### src/rtl/imm_gen_pipe.sv
// imm_gen_pipe -- pipelined RV32I/RV64I immediate generator for the decode stage.
//
// Decodes the immediate, format code and illegal-opcode flag of one 32-bit
// instruction per cycle and presents them one cycle later. A main output
// register backed by a single skid register gives two entries of buffering,
// so in_ready is a pure register output (no combinational path from out_ready).
//
// Optional feature macro: IMM_GEN_ZICSR_EN
//   defined   : SYSTEM (1110011) decodes as fmt=Z with a zero-extended uimm
//               (funct3[2]=1) or CSR address (funct3[2]=0).
//   undefined : SYSTEM decodes as fmt=NONE, imm=0, legal.
//
// Parameters:
//   XLEN  immediate width, 32 or 64
//   RV64  1 enables OP-IMM-32 / OP-32 decode (must be 0 when XLEN=32)
//
// Ports:
//   clk          rising-edge clock
//   rst_n        synchronous active-low reset
//   in_valid     instruction available
//   in_ready     block can accept (registered, = !skid_valid)
//   in_instr     raw 32-bit instruction word
//   out_valid    immediate available
//   out_ready    consumer accepts
//   out_imm      extended immediate, XLEN bits
//   out_fmt      0=NONE 1=I 2=S 3=B 4=U 5=J 6=Z 7=reserved
//   out_illegal  unrecognised opcode or instr[1:0] != 2'b11
module imm_gen_pipe #(
    parameter int XLEN = 32,
    parameter bit RV64 = 1'b0
) (
    input  logic            clk,
    input  logic            rst_n,
    input  logic            in_valid,
    output logic            in_ready,
    input  logic [31:0]     in_instr,
    output logic            out_valid,
    input  logic            out_ready,
    output logic [XLEN-1:0] out_imm,
    output logic [2:0]      out_fmt,
    output logic            out_illegal
);

    typedef enum logic [2:0] {
        FMT_NONE = 3'd0,
        FMT_I    = 3'd1,
        FMT_S    = 3'd2,
        FMT_B    = 3'd3,
        FMT_U    = 3'd4,
        FMT_J    = 3'd5,
        FMT_Z    = 3'd6,
        FMT_RSVD = 3'd7
    } fmt_e;

    logic [6:0]      opcode;
    logic [XLEN-1:0] dec_imm;
    fmt_e            dec_fmt;
    logic            dec_illegal;

    fmt_e            main_fmt;
    logic            skid_valid;
    logic [XLEN-1:0] skid_imm;
    fmt_e            skid_fmt;
    logic            skid_illegal;

    logic            in_xfer;
    logic            out_xfer;

    assign opcode   = in_instr[6:0];
    assign in_xfer  = in_valid & in_ready;
    assign out_xfer = out_valid & out_ready;
    assign in_ready = ~skid_valid;
    assign out_fmt  = main_fmt;

    // Combinational decode of the presented instruction.
    always_comb begin
        dec_imm     = '0;
        dec_fmt     = FMT_NONE;
        dec_illegal = 1'b0;
        if (in_instr[1:0] != 2'b11) begin
            dec_illegal = 1'b1;
        end else begin
            case (opcode)
                7'b0010011, 7'b0000011, 7'b1100111, 7'b0001111: begin
                    dec_fmt = FMT_I;
                    dec_imm = XLEN'($signed(in_instr[31:20]));
                end
                7'b0011011: begin
                    if (RV64) begin
                        dec_fmt = FMT_I;
                        dec_imm = XLEN'($signed(in_instr[31:20]));
                    end else begin
                        dec_illegal = 1'b1;
                    end
                end
                7'b0100011: begin
                    dec_fmt = FMT_S;
                    dec_imm = XLEN'($signed({in_instr[31:25], in_instr[11:7]}));
                end
                7'b1100011: begin
                    dec_fmt = FMT_B;
                    dec_imm = XLEN'($signed({in_instr[31], in_instr[7],
                                             in_instr[30:25], in_instr[11:8], 1'b0}));
                end
                7'b0110111, 7'b0010111: begin
                    dec_fmt = FMT_U;
                    dec_imm = XLEN'($signed({in_instr[31:12], 12'b0}));
                end
                7'b1101111: begin
                    dec_fmt = FMT_J;
                    dec_imm = XLEN'($signed({in_instr[31], in_instr[19:12],
                                             in_instr[20], in_instr[30:21], 1'b0}));
                end
                7'b0110011: begin
                    dec_fmt = FMT_NONE;
                end
                7'b0111011: begin
                    dec_illegal = ~RV64;
                end
                7'b1110011: begin
`ifdef IMM_GEN_ZICSR_EN
                    dec_fmt = FMT_Z;
                    if (in_instr[14]) begin
                        dec_imm = XLEN'(in_instr[19:15]);
                    end else begin
                        dec_imm = XLEN'(in_instr[31:20]);
                    end
`else
                    dec_fmt = FMT_NONE;
`endif
                end
                default: begin
                    dec_illegal = 1'b1;
                end
            endcase
        end
    end

    // Two-entry buffer: main register drives the outputs, skid catches the
    // one entry accepted while main is stalled. in_ready is low exactly when
    // skid is occupied, so no input transfer can coincide with a skid entry.
    always_ff @(posedge clk) begin
        if (!rst_n) begin
            out_valid    <= 1'b0;
            out_imm      <= '0;
            main_fmt     <= FMT_NONE;
            out_illegal  <= 1'b0;
            skid_valid   <= 1'b0;
            skid_imm     <= '0;
            skid_fmt     <= FMT_NONE;
            skid_illegal <= 1'b0;
        end else if (skid_valid) begin
            if (out_xfer) begin
                out_imm     <= skid_imm;
                main_fmt    <= skid_fmt;
                out_illegal <= skid_illegal;
                skid_valid  <= 1'b0;
            end
        end else if (in_xfer) begin
            if (!out_valid || out_ready) begin
                out_valid   <= 1'b1;
                out_imm     <= dec_imm;
                main_fmt    <= dec_fmt;
                out_illegal <= dec_illegal;
            end else begin
                skid_valid   <= 1'b1;
                skid_imm     <= dec_imm;
                skid_fmt     <= dec_fmt;
                skid_illegal <= dec_illegal;
            end
        end else if (out_xfer) begin
            out_valid <= 1'b0;
        end
    end

endmodule

### config.mk
export PLATFORM = sky130hd
export DESIGN_NAME = imm_gen_pipe
export DESIGN_NICKNAME = d
export VERILOG_FILES = /design/src/rtl/imm_gen_pipe.sv
export SDC_FILE = /design/constraint.sdc
export NUM_CORES = 1
export LEC_CHECK = 0
export ABC_AREA = 1
export ABC_CLOCK_PERIOD_IN_PS = 2700
export BUFFER_PORTS_ARGS = -buffer_cell sky130_fd_sc_hd__buf_2
export CORE_UTILIZATION = 50
export DETAILED_ROUTE_END_ITERATION = 12
export PLACE_DENSITY_LB_ADDON = 0.3
export SKIP_LAST_GASP = 1
export SLEW_MARGIN = 25
export SYNTH_ARGS = -nofsm -noshare
export SYNTH_HDL_FRONTEND = slang
export SYNTH_SLANG_ARGS = --single-unit
### constraint.sdc
create_clock -name clk -period 2.7 [get_ports clk]
set_input_delay 0.135 -clock clk [delete_from_list [all_inputs] [get_ports clk]]
set_output_delay 0.135 -clock clk [all_outputs]
set_load 0.01 [all_outputs]
== After elaboration in Yosys (flattened, before gate mapping) ==
Cells that the tools add are included.

* Input bits: 36
* Logic and storage cells: 62
* Register bits: 74
* Output and inout bits: 38

* Equal/unequal tests: 14
* Reductions and logical operators: 11
* Bitwise operators: 4
* Muxes and demuxes: 25

{| class="wikitable"
|+ Operators by type and width
! operator !! number
|-
| $mux W32 || 5
|-
| $pmux W32 S5 || 1
|-
| $eq A7 B7 Y1 const B || 4
|-
| $eq A7 B6 Y1 const B || 3
|-
| $mux W3 || 5
|-
| $pmux W3 S5 || 1
|-
| $eq A7 B5 Y1 const B || 2
|-
| $mux W1 || 13
|-
| $reduce_or A11 Y1 || 1
|-
| $reduce_and A3 Y1 || 3
|-
| $eq A7 B2 Y1 const B || 1
|-
| $eq A7 B4 Y1 const B || 1
|-
| $reduce_bool A2 Y1 || 3
|-
| $ne A2 B1 Y1 const B || 2
|-
| $reduce_or A4 Y1 || 1
|-
| $and A1 B1 Y1 || 2
|-
| $ne A2 B2 Y1 const B || 1
|-
| $not A1 Y1 || 2
|-
| $reduce_or A2 Y1 || 1
|-
| $logic_not A1 Y1 || 1
|-
| $logic_or A1 B1 Y1 || 1
|}

== Depth between registers and ports, before layout ==
Gate-level depths: netlist (run 1).

* Word-level depth: 7
* Gate-level depth with buffers: 12
* Mapped depth without buffers: 11

== Worst setup path before layout (run 1) ==
No wires, ideal clock.

* Kind: register to register
* Start point: register out_valid
* End point: register skid_imm[13]
* Buffers on the path: 1
* Arrival: 1261 ps
* Cell stages (with the launch flop): 9
* Slack: 1325 ps
* Clock period less this slack: 1375 ps
* Library setup time: 113 ps
* Data required time: 2587 ps
* Path through: dfxtp_1 > inv_2 > nor2_1 > inv_2 > nor2_4 > inv_2 > clkbuf_1 > o21ai_1 > inv_1

* Longest elaborated chain between the ends: 4

{| class="wikitable"
|+ Ends and longest elaborated chain
! item !! line !! text
|-
| from (decl) || 37 || <nowiki>output logic out_valid,</nowiki>
|-
| from (signal assigned) || 144 || <nowiki>out_valid <= 1'b0;</nowiki>
|-
| from (signal assigned) || 161 || <nowiki>out_valid <= 1'b1;</nowiki>
|-
| from (signal assigned) || 172 || <nowiki>out_valid <= 1'b0;</nowiki>
|-
| $logic_not A1 Y1 || 160 || <nowiki>if (!out_valid || out_ready) begin</nowiki>
|-
| $logic_or A1 B1 Y1 || 160 ||
|-
| $not A1 Y1 (no line) || -- ||
|-
| $reduce_and A3 Y1 (no line) || -- ||
|-
| to (signal assigned) || 167 || <nowiki>skid_imm <= dec_imm;</nowiki>
|-
| to (decl) || 62 || <nowiki>logic [XLEN-1:0] skid_imm;</nowiki>
|}

No other way between the ends.
A chain may end at the register's enable or synchronous reset.

== Final worst setup path (run 1) ==
* Start point: register skid_valid
* End point: register out_imm[17]

* Longest elaborated chain between the ends: 4
* Elaborated cells between the ends (all ways): 7
* Classes of those cells: eq/ne (1); mux (1); bitwise (2); reduce/logical (3)

{| class="wikitable"
|+ Ends and longest elaborated chain
! item !! line !! text
|-
| from (decl) || 61 || <nowiki>logic skid_valid;</nowiki>
|-
| from (signal assigned) || 148 || <nowiki>skid_valid <= 1'b0;</nowiki>
|-
| from (signal assigned) || 157 || <nowiki>skid_valid <= 1'b0;</nowiki>
|-
| from (signal assigned) || 166 || <nowiki>skid_valid <= 1'b1;</nowiki>
|-
| $not A1 Y1 (no line) || -- ||
|-
| $and A1 B1 Y1 || 70 || <nowiki>assign in_xfer = in_valid & in_ready;</nowiki>
|-
| $reduce_bool A2 Y1 (no line) || -- ||
|-
| $reduce_and A3 Y1 (no line) || -- ||
|-
| to (signal assigned) || 154 || <nowiki>out_imm <= skid_imm;</nowiki>
|-
| to (signal assigned) || 162 || <nowiki>out_imm <= dec_imm;</nowiki>
|-
| to (decl) || 39 || <nowiki>output logic [XLEN-1:0] out_imm,</nowiki>
|}

Parallel ways exist; a longest one is shown, timed or not.

==> results of run 1 <==
metrics by stage:
step | cells | area (um2) | power [mW] | utilization
2_1_floorplan | 581 | 4100 | 1.47 | -
3_3_place_gp | 727 | 4440 | 1.60 | 0.566
3_5_place_dp | 727 | 4440 | 1.61 | 0.566
4_1_cts | 741 | 4620 | 2.40 | 0.588
5_1_grt | 741 | 4620 | 2.50 | 0.588
6_report | 741 | 4620 | 2.39 | 0.588
synthesized netlist by cell type (all sizes together):
cell type,n,share of area
nor3,1,0.0024
inv,62,0.057
dfxtp,74,0.36
o21ai,68,0.084
nor2,111,0.12
a21oi,75,0.12
and2,1,0.0021
clkinv,1,0.00091
nand2,117,0.16
nand3,36,0.057
clkbuf,17,0.016
buf,17,0.031
nand4,1,0.0015
final cells by class:
cell class	count	area share
clock buffers	10	0.0276
well taps	102	0.0276
inverters	63	0.0512
repair buffers	78	0.0873
multi-input cells	410	0.476
flip-flops and latches	74	0.321
clock inverters	4	0.00976
layer usage:
metal  global-route usage  share of wire
met1                0.323           0.45
met2                0.408           0.47
met3               0.0369          0.063
met4               0.0872          0.014
met5                    0              0
how the worst max path moves through the flow:
stage	to	slack, ns
4_1_cts	out_imm[17]	0.57
5_1_grt	out_imm[25]	0.39
2_1_floorplan	skid_imm[13]	1.33
3_5_place_dp	out_imm[29]	0.62
6_report	out_imm[17]	0.57
3_3_place_gp	out_imm[13]	0.73
power groups by stage:
stage / combinational, mW / sequential [mW] / clock (mW)
finish: 0.392 / 1.19 / 0.806
global route: 0.436 / 1.20 / 0.869
CTS: 0.393 / 1.19 / 0.816
detailed placement: 0.391 / 1.21 / 0
global placement: 0.381 / 1.21 / 0
floorplan: 0.241 / 1.23 / 0
state kept, by name, indices dropped and copies added (netlist names):
signal	flops
skid_imm	32
out_fmt	3
out_valid	1
skid_fmt	3
out_illegal	1
skid_valid	1
out_imm	32
skid_illegal	1
cells by family after synthesis:
kind of cell           after synthesis  synth area share
buffers and inverters               97             0.104
flip-flops                          74             0.361
AO/OA/AOI/OAI                      143             0.199
AND/OR/NAND/NOR                    267             0.336
worst min-delay path: stages:
cell	delay [ns]
buf_2	0.12
nand3_2	0.07
a21oi_2	0.05
==> key figures, run 1 <==
Status
  – Status: finished, final reports clean

Synth
  – Syn_nets: between 600 and 700
  – Post-synthesis sequential area ratio: 0.361
  – Synth Area per Inst: 7.06 um2
  – Yosys cell types: 27
  – Synth Cell Area: 4100 um2
  – Post-Synthesis Cells: approximately 580
  – Synth warnings: 0
  – Synthesis-stage register bit count: 74

Timing
  – Post-layout min period: 2.13 ns
  – Clk_skew: between 0.007 and 0.008 ns
  – RSZ-0062 raised after global routing: no
  – Worst slew pin tran: just under 0.7 ns
  – Tcrit/Tclk final: 0.787
  – Setup ws final: 0.574 ns
  – TNS Setup: 0 ns
  – Achievable frequency: 470 MHz
  – Count of final setup violators: 0
  – Slew Limit Fails: 0
  – Hold Fails Final Rpt: 0
  – Worst hold margin: about 0.067 ns
  – Relative slew slack: 0.541

Global route
  – Total Routing Usage GR: 0.246
  – Vias in the first global route: 3580
  – Initial antenna violation count: 0
  – Grt ovf: 0
  – First-pass GRT wire length: about 17000 um
  – Largest net degree at the start of global routing: slightly above 40

Worst setup path
  – CP bufs+invs: 2
  – Crit start category: register
  – Crit-path slowest cell: inv_2
  – FF-to-FF path depth: 7
  – Crit path from: skid_valid
  – FF-to-FF setup slack: 0.57 ns
  – WS Path Type: reg -> reg
  – FF-to-FF End: out_imm[17]
  – Crit path depth: 7
  – RR Startpoint: skid_valid
  – Most frequent CP cell: inv_2
  – CP max stage delay: 0.58 ns
  – Crit path cell chain: inv_2, nand2_1, o21ai_2, nand2_2, inv_2, o21ai_0, a21oi_2
  – Data required, critical path: 2.98 ns
  – CP Max Fanout: 36
  – Critical Path AT: 2.40 ns
  – Kind of end point of the critical path: register
  – Crit-path leading delay family: buffers and inverters

Placement
  – I/O Buffers: 73
  – GPL Wtd Cong: about 0.85
  – Post-Place Setup Slack: slightly above 0.6 ns
  – Detail Placement HPWL: about 6700 um

Power and ir drop
  – Psw: 685 uW
  – P per Cell Area: 517 nW/um2
  – Power share of the sequential group: 0.499
  – Logic pwr share: 0.164
  – Clock power frac: 0.337
  – Worst vdd ir: 0.228 mV
  – Leakage: about 2.4 nW
  – Switching portion of total power: 0.287
  – Internal power: 1.70 mW

Layout
  – Area Overhead vs Synth: 12.5%
  – Register area: ~1500 um2
  – Fill cells: 778
  – Diode count: 0
  – Layout cells sized above 1: 0.302
  – Final-stage net count: 672
  – Commonest non-fill, non-tap cell in the layout: nor2_1
  – Multi-input logic area: 2200 um2
  – Most frequent cells in the layout: 104 x nor2_1, 74 x dfxtp_1, 73 x buf_2

Floorplanning
  – Die H: 92.6 um
  – Die Wd: 92.6 um
  – Die area: 8570 um2
  – Initial core utilization: 0.523
  – Total core area: 7850 um2
  – # rows: 32
  – I/O pin total: 74

Detailed routing
  – Post-route DRC violation count: 0
  – Vias/cell: around 5.3
  – WL/cell: 13.8 um
  – Post-Route WL: 10200 um
  – DRT Pass-1 Iters: 4
  – Drt first-iter violations: 216
  – Remaining antenna violation count: 0
  – Via count: 3908

Clock tree
  – Clock Pin Slew Worst Setup and Hold Paths: 0.08 ns
  – Longest Clk Path Bufs: 2
  – Post-CTS Setup Bufs: 0
  – CTS Buf Count: 9
  – Worst skew pair latency: about 0.35 ns
  – CTS tree: done
  – # resized after CTS: 0
  – Root Buffer: clkbuf_8
  – Htree depth: 3
  – Clk sinks: 74
  – Hold Buf Count CTS: 0

Min path
  – Min-Delay Path Class: in -> reg
  – Hold path start: in_instr[25]
  – WHS Path Cells: 3
  – Hold Path End: out_imm[5]

Flow run
  – Max-cap violation count: 0
No activity file was read; power rests on OpenSTA's default activity.
==> run 2: changes to the inputs <==
--- a/config.mk
+++ b/config.mk
@@ -5,10 +5,10 @@
 export SDC_FILE = /design/constraint.sdc
 export NUM_CORES = 1
 export LEC_CHECK = 0
-export ABC_AREA = 1
-export ABC_CLOCK_PERIOD_IN_PS = 2700
+export ABC_AREA = 0
+export ABC_CLOCK_PERIOD_IN_PS = 1800
 export BUFFER_PORTS_ARGS = -buffer_cell sky130_fd_sc_hd__buf_2
-export CORE_UTILIZATION = 50
+export CORE_UTILIZATION = 49
 export DETAILED_ROUTE_END_ITERATION = 12
 export PLACE_DENSITY_LB_ADDON = 0.3
 export SKIP_LAST_GASP = 1
==> constraint.sdc (replaced) <==
create_clock -name clk -period 1.8 [get_ports clk]
set_input_delay 0.09 -clock clk [delete_from_list [all_inputs] [get_ports clk]]
set_output_delay 0.09 -clock clk [all_outputs]
set_load 0.01 [all_outputs]
==> key figures, run 2 <==
Floorplanning
  – Die area: 7400 um2 (-14%)
  – # rows: 30 (-6.3%)
  – Die Wd: 86.0 um (-7.1%)
  – Total core area: 6790 um2 (-13%)
  – Die H: 86.0 um (-7.1%)
  – I/O pin total: 74 (unchanged)
  – Initial core utilization: 0.509 (-0.0138)

Timing
  – Achievable frequency: 608 MHz (+29%)
  – Post-layout min period: 1.64 ns (-0.482 ns)
  – Slew Limit Fails: 0 (unchanged)
  – Count of final setup violators: 0 (unchanged)
  – Relative slew slack: 0.688 (+0.147)
  – RSZ-0062 raised after global routing: no
  – Clk_skew: 0.00946 ns (+0.00164 ns)
  – Worst slew pin tran: 0.468 ns (-0.221 ns)
  – Worst hold margin: 0.00630 ns (-0.0605 ns)
  – Hold Fails Final Rpt: 0 (unchanged)
  – Tcrit/Tclk final: 0.913 (+0.126)

Global route
  – Grt ovf: 0 (unchanged)
  – Largest net degree at the start of global routing: 47 (+15%)
  – Initial antenna violation count: 0 (unchanged)
  – Total Routing Usage GR: 0.249 (+0.00309)
  – Vias in the first global route: 3029 (-15%)
  – First-pass GRT wire length: 14500 um (-13%)

Clock tree
  – Worst skew pair latency: 0.34 ns (about the same)
  – Longest Clk Path Bufs: 2 (unchanged)
  – Htree depth: 3 (unchanged)
  – Root Buffer: clkbuf_8
  – Clk sinks: 74 (unchanged)
  – CTS tree: done
  – CTS Buf Count: 9 (unchanged)
  – Clock Pin Slew Worst Setup and Hold Paths: 0.09 ns (about the same)
  – Post-CTS Setup Bufs: 0 (unchanged)

Placement
  – Detail Placement HPWL: 6100 um (-8.9%)
  – Dpl cells: 572 (-21%)
  – I/O Buffers: 73 (unchanged)
  – Placed cell areas: 3960 um2 (-11%)
  – GPL Wtd Cong: 0.952 (+13%)

Detailed routing
  – Vias/cell: 5.74 (+8.8%)
  – WL/cell: 15.3 um (+11%)
  – Via count: 3385 (-13%)
  – Drt first-iter violations: 285 (+32%)
  – Post-route DRC violation count: 0 (unchanged)
  – DRT Pass-1 Iters: 5 (+1)
  – Post-Route WL: 9020 um (-12%)
  – Remaining antenna violation count: 0 (unchanged)

Worst setup path
  – Crit-path slowest cell: a221oi_1
  – CP bufs+invs: 1 (-1)
  – CP max stage delay: 0.40 ns (-0.18 ns)
  – Crit path cell chain: nand2b_2, a21o_1, buf_4, a221oi_1, a21oi_1
  – WS Path Type: reg -> reg
  – Critical Path AT: 1.86 ns (-0.54 ns)
  – Kind of end point of the critical path: register
  – FF-to-FF setup slack: 0.16 ns (-0.42 ns)
  – CP Max Fanout: 12 (-67%)
  – Crit-path leading delay family: compound AO/OA/AOI/OAI gates
  – Data required, critical path: 2.02 ns (-0.96 ns)
  – Crit start category: register

Power and ir drop
  – Power share of the sequential group: 0.477 (-0.022)
  – Psw: 1.09 mW (+59%)
  – Switching portion of total power: 0.293 (+0.00606)
  – P per Cell Area: 885 nW/um2 (+71%)
  – Clock power frac: 0.365 (+0.028)
  – Logic pwr share: 0.158 (-0.006)
  – Internal power: 2.63 mW (+54%)
  – Leakage: 1.63 nW (-31%)
  – Final Power: 3.71 mW (+56%)
  – Worst vdd ir: 0.489 mV (+110%)

Synth
  – Count leader, synth: dfxtp_1
  – Post-Synthesis Cells: 422 (-27%)
  – Prevailing post-synth register cell: dfxtp_1
  – Synthesis-stage register bit count: 74 (unchanged)
  – Post-synth EDFFs: 0 (unchanged)
  – Post-synthesis sequential area ratio: 0.428 (+0.0672)
  – Yosys cell types: 52 (+93%)
  – Top post-synthesis cells by area: dfxtp_1 43%, o21ai_0 9.0%, nand2_1 7.3%, a21oi_1 6.9%, a221oi_1 4.1%
  – Synth warnings: 0 (unchanged)
  – Area share of the leading cell type in the synthesized netlist: 0.428 (+0.0672)
  – Synth Area per Inst: 8.20 um2 (+16%)
  – Synth cell count leaders: 74 x dfxtp_1, 67 x nand2_1, 62 x o21ai_0
  – Yosys top cell by area: dfxtp_1
  – Synth Cell Area: 3460 um2 (-16%)
  – Asr flop ratio synth: 0 (unchanged)
  – Syn_nets: 458 (-26%)

Layout
  – Fin area: 4200 um2 (-9.1%)
  – Non-filler cells, final: 590 (-20%)
  – Layout cells sized above 1: 0.263 (-0.0389)
  – Final core occ: 0.618 (+0.0297)
  – Final-stage net count: 525 (-22%)
  – Register area: 1480 um2 (unchanged)
  – Area Overhead vs Synth: 21.4%
  – Most frequent cells in the layout: 74 x dfxtp_1, 73 x buf_2, 67 x nand2_1
  – Biggest regs: out_imm x32, skid_imm x32
  – Diode count: 0 (unchanged)
  – Fill cells: 578 (-26%)
  – Multi-input logic area: 1800 um2 (-18%)
  – Commonest non-fill, non-tap cell in the layout: dfxtp_1

Min path
  – Min-Delay Path Class: in -> reg

Status
  – Status: finished, final reports clean

Flow run
  – Max-cap violation count: 0 (unchanged)
run 2: worst paths after layout:
check / cells past startpoint / start / endpoint
worst min-delay path: 2 / in_instr[24] / skid_imm[4]
worst max register to register: 5 / skid_valid / out_imm[29]
worst max-delay path: 5 / skid_valid / out_imm[29]
worst min register to register: 2 / skid_imm[11] / skid_imm[11]
run 2: final cells by class:
class                   instances  share of cell area
multi-input cells             305               0.429
flip-flops and latches         74               0.353
repair buffers                 92               0.134
clock buffers                   9              0.0295
well taps                      96              0.0286
clock inverters                 7              0.0200
inverters                       7             0.00626
run 2: worst reg2reg max path, stage by stage (launching register included):
cell and delay [ns]:
dfxtp_1 0.37, nand2b_2 0.25, a21o_1 0.19, buf_4 0.18, a221oi_1 0.41, a21oi_1 0.13
run 2: per-layer routing:
metal	global-route usage	wire length (um)
met1	0.336	4090
met2	0.386	4170
met3	0.0577	573
met4	0.0985	185
met5	0	0
run 2: power groups by stage:
stage          Combinational, mW  Sequential (mW)  Clock [mW]
2_1_floorplan              0.314             1.84           0
3_3_place_gp               0.566             1.81           0
3_5_place_dp               0.577             1.81           0
4_1_cts                    0.584             1.77        1.37
5_1_grt                    0.646             1.78        1.45
6_report                   0.586             1.77        1.36
run 2: timing repair:
item                       4_1_cts  5_1_grt
hold endpoints to repair         2        0
gates resized for setup          1        2
hold buffers                     2        0
setup endpoints to repair        7       32
run 2: cell families (layout without fill, tap and decap cells):
family          Yosys count  after routing  synth area share
flops                    74             74             0.428
simple gates            122            122             0.172
mux                       2              2           0.00615
buf+inv                  43            115            0.0553
compound gates          181            181             0.338
run 2: stage by stage:
stage	setup WS (ns)	setup TNS (ns)
2_1_floorplan	0.256	0
3_3_place_gp	0.124	0
3_5_place_dp	-0.00889	-0.0110
4_1_cts	0.0650	0
5_1_grt	0.0113	0
6_report	0.157	0
==> run 3: changes to the inputs <==
--- a/config.mk
+++ b/config.mk
@@ -11,6 +11,7 @@
 export CORE_UTILIZATION = 49
 export DETAILED_ROUTE_END_ITERATION = 12
 export PLACE_DENSITY_LB_ADDON = 0.3
+export RECOVER_POWER = 50
 export SKIP_LAST_GASP = 1
 export SLEW_MARGIN = 25
 export SYNTH_ARGS = -nofsm -noshare
==> key figures, run 3 (synthesis gave the netlist of run 2 again) <==
Detailed routing
  – Via count: 3392 (+0.21%)
  – Drt first-iter violations: 278 (-2.5%)
  – Vias/cell: 5.75 (+0.21%)
  – Remaining antenna violation count: 0 (unchanged)
  – Post-route DRC violation count: 0 (unchanged)
  – WL/cell: 15.3 um (+0.30%)
  – DRT Pass-1 Iters: 5 (unchanged)
  – Post-Route WL: 9050 um (+0.30%)

Worst setup path
  – Crit start category: register
  – Crit path cell chain: nand2b_2, a21oi_1, buf_12, o21ai_0, a221oi_2
  – CP Max Fanout: 38 (+26)
  – WS Path Type: reg -> reg
  – Kind of end point of the critical path: register
  – CP max stage delay: 0.37 ns (-0.03 ns)
  – Critical Path AT: 1.93 ns (+0.07 ns)
  – Crit-path slowest cell: dfxtp_1
  – Data required, critical path: 2.06 ns (+0.04 ns)

Layout
  – Area Overhead vs Synth: 19.7%
  – Biggest regs: out_imm x32, skid_imm x32
  – Diode count: 0 (unchanged)
  – Commonest non-fill, non-tap cell in the layout: dfxtp_1
  – Most frequent cells in the layout: 74 x dfxtp_1, 67 x nand2_1, 62 x o21ai_0
  – Layout cells sized above 1: 0.182 (-0.0810)
  – Non-filler cells, final: 590 (unchanged)
  – Fill cells: 599 (+3.6%)
  – Final-stage net count: 525 (unchanged)

Placement
  – Post-Place Setup Slack: -0.00889 ns (unchanged)
  – Detail Placement HPWL: 6100 um (unchanged)
  – Dpl cells: 572 (unchanged)
  – GPL Wtd Cong: 0.952 (unchanged)
  – I/O Buffers: 73 (unchanged)

Power and ir drop
  – Worst vdd ir: 0.485 mV (-0.98%)
  – P per Cell Area: 893 nW/um2 (+0.94%)
  – Leakage: 1.48 nW (-9.2%)

Timing
  – Clk_skew: 0.00910 ns (-0.000359 ns)
  – Setup ws final: 0.134 ns (-0.0223 ns)
  – Relative slew slack: 0.350 (-0.339)
  – Post-layout min period: 1.67 ns (+0.0223 ns)
  – Achievable frequency: 600 MHz (-1.3%)
  – Tcrit/Tclk final: 0.925 (+0.0124)
  – Worst slew pin tran: 0.976 ns (+0.508 ns)
  – Count of final setup violators: 0 (unchanged)
  – RSZ-0062 raised after global routing: no
  – Slew Limit Fails: 0 (unchanged)
  – Hold Fails Final Rpt: 0 (unchanged)

Status
  – Status: finished, final reports clean

Floorplanning
  – Die H: 86.0 um (unchanged)
  – Die Wd: 86.0 um (unchanged)
  – Total core area: 6790 um2 (unchanged)
  – Initial core utilization: 0.509 (unchanged)
  – I/O pin total: 74 (unchanged)
  – # rows: 30 (unchanged)
  – Die area: 7400 um2 (unchanged)

Clock tree
  – Htree depth: 3 (unchanged)
  – CTS Buf Count: 9 (unchanged)
  – Worst skew pair latency: 0.34 ns (about the same)
  – Root Buffer: clkbuf_8
  – Clk sinks: 74 (unchanged)
  – Longest Clk Path Bufs: 2 (unchanged)
  – Clock Pin Slew Worst Setup and Hold Paths: 0.09 ns (about the same)
  – CTS tree: done

Flow run
  – Max-cap violation count: 0 (unchanged)

Global route
  – Largest net degree at the start of global routing: 47 (unchanged)
  – First-pass GRT wire length: 14500 um (unchanged)
  – Vias in the first global route: 3029 (unchanged)
  – Total Routing Usage GR: 0.249 (unchanged)
  – Grt ovf: 0 (unchanged)
  – Initial antenna violation count: 0 (unchanged)

Min path
  – Min-Delay Path Class: in -> reg
[run 3: power by group]
| part | switching [mW] | total (mW) | internal, mW |
|---|---|---|---|
| Clock | 0.694 | 1.36 | 0.665 |
| Combinational | 0.352 | 0.565 | 0.213 |
| Sequential | 0.0459 | 1.77 | 1.73 |
[run 3: worst paths after layout]
check | from | end | slack, ns | depth (start not counted)
worst max register to register | skid_valid | out_imm[19] | 0.13 | 5
worst min-delay path | in_instr[24] | skid_imm[4] | 0.005 | 2
worst min register to register | skid_imm[11] | skid_imm[11] | 0.45 | 2
worst max-delay path | skid_valid | out_imm[19] | 0.13 | 5
[run 3: layout make-up]
type / instances / area [um2] / share of cell area
clock buffers: 9 / 124 / 0.0299
clock inverters: 7 / 83.8 / 0.0202
inverters: 7 / 26.3 / 0.00635
multi-input cells: 305 / 1790 / 0.433
flip-flops and latches: 74 / 1480 / 0.358
well taps: 96 / 120 / 0.0290
repair buffers: 92 / 510 / 0.123
[run 3: layer usage]
layer  track usage  vias up  part of all wire
met5             0        -                 0
met4        0.0985        0             0.025
met3        0.0577       21             0.062
met2         0.386      128              0.45
met1         0.336     1568              0.46
li1              -     1675                 -
[run 3: worst max-delay path: cells and delay by family, from the launching register on]
family | cells | cell delay, ns
compound gates | 3 | 0.73
flops | 1 | 0.37
simple gates | 1 | 0.24
buf+inv | 1 | 0.23
[run 3: metrics by stage]
stage                     power (mW)  hold WS, ns  utilization  cell area, um2  TNS (ns)
after floorplan                 2.15        0.190            -            3460         0
after global placement          2.37        0.311        0.583            3960         0
after detailed placement        2.39        0.322        0.583            3960   -0.0110
after CTS                       3.73     0.000568        0.617            4190         0
after global routing            3.85      0.00551        0.609            4140         0
final                           3.70      0.00518        0.609            4140         0
[run 3: what timing repair did]
item                                   CTS  global route
gates cloned                             0             0
hold buffers                             2             0
endpoints found under the hold margin    2             0
setup buffers                            0             0
setup endpoints to repair                7            32
gates resized for setup                  1             2
pin swaps                                0             0
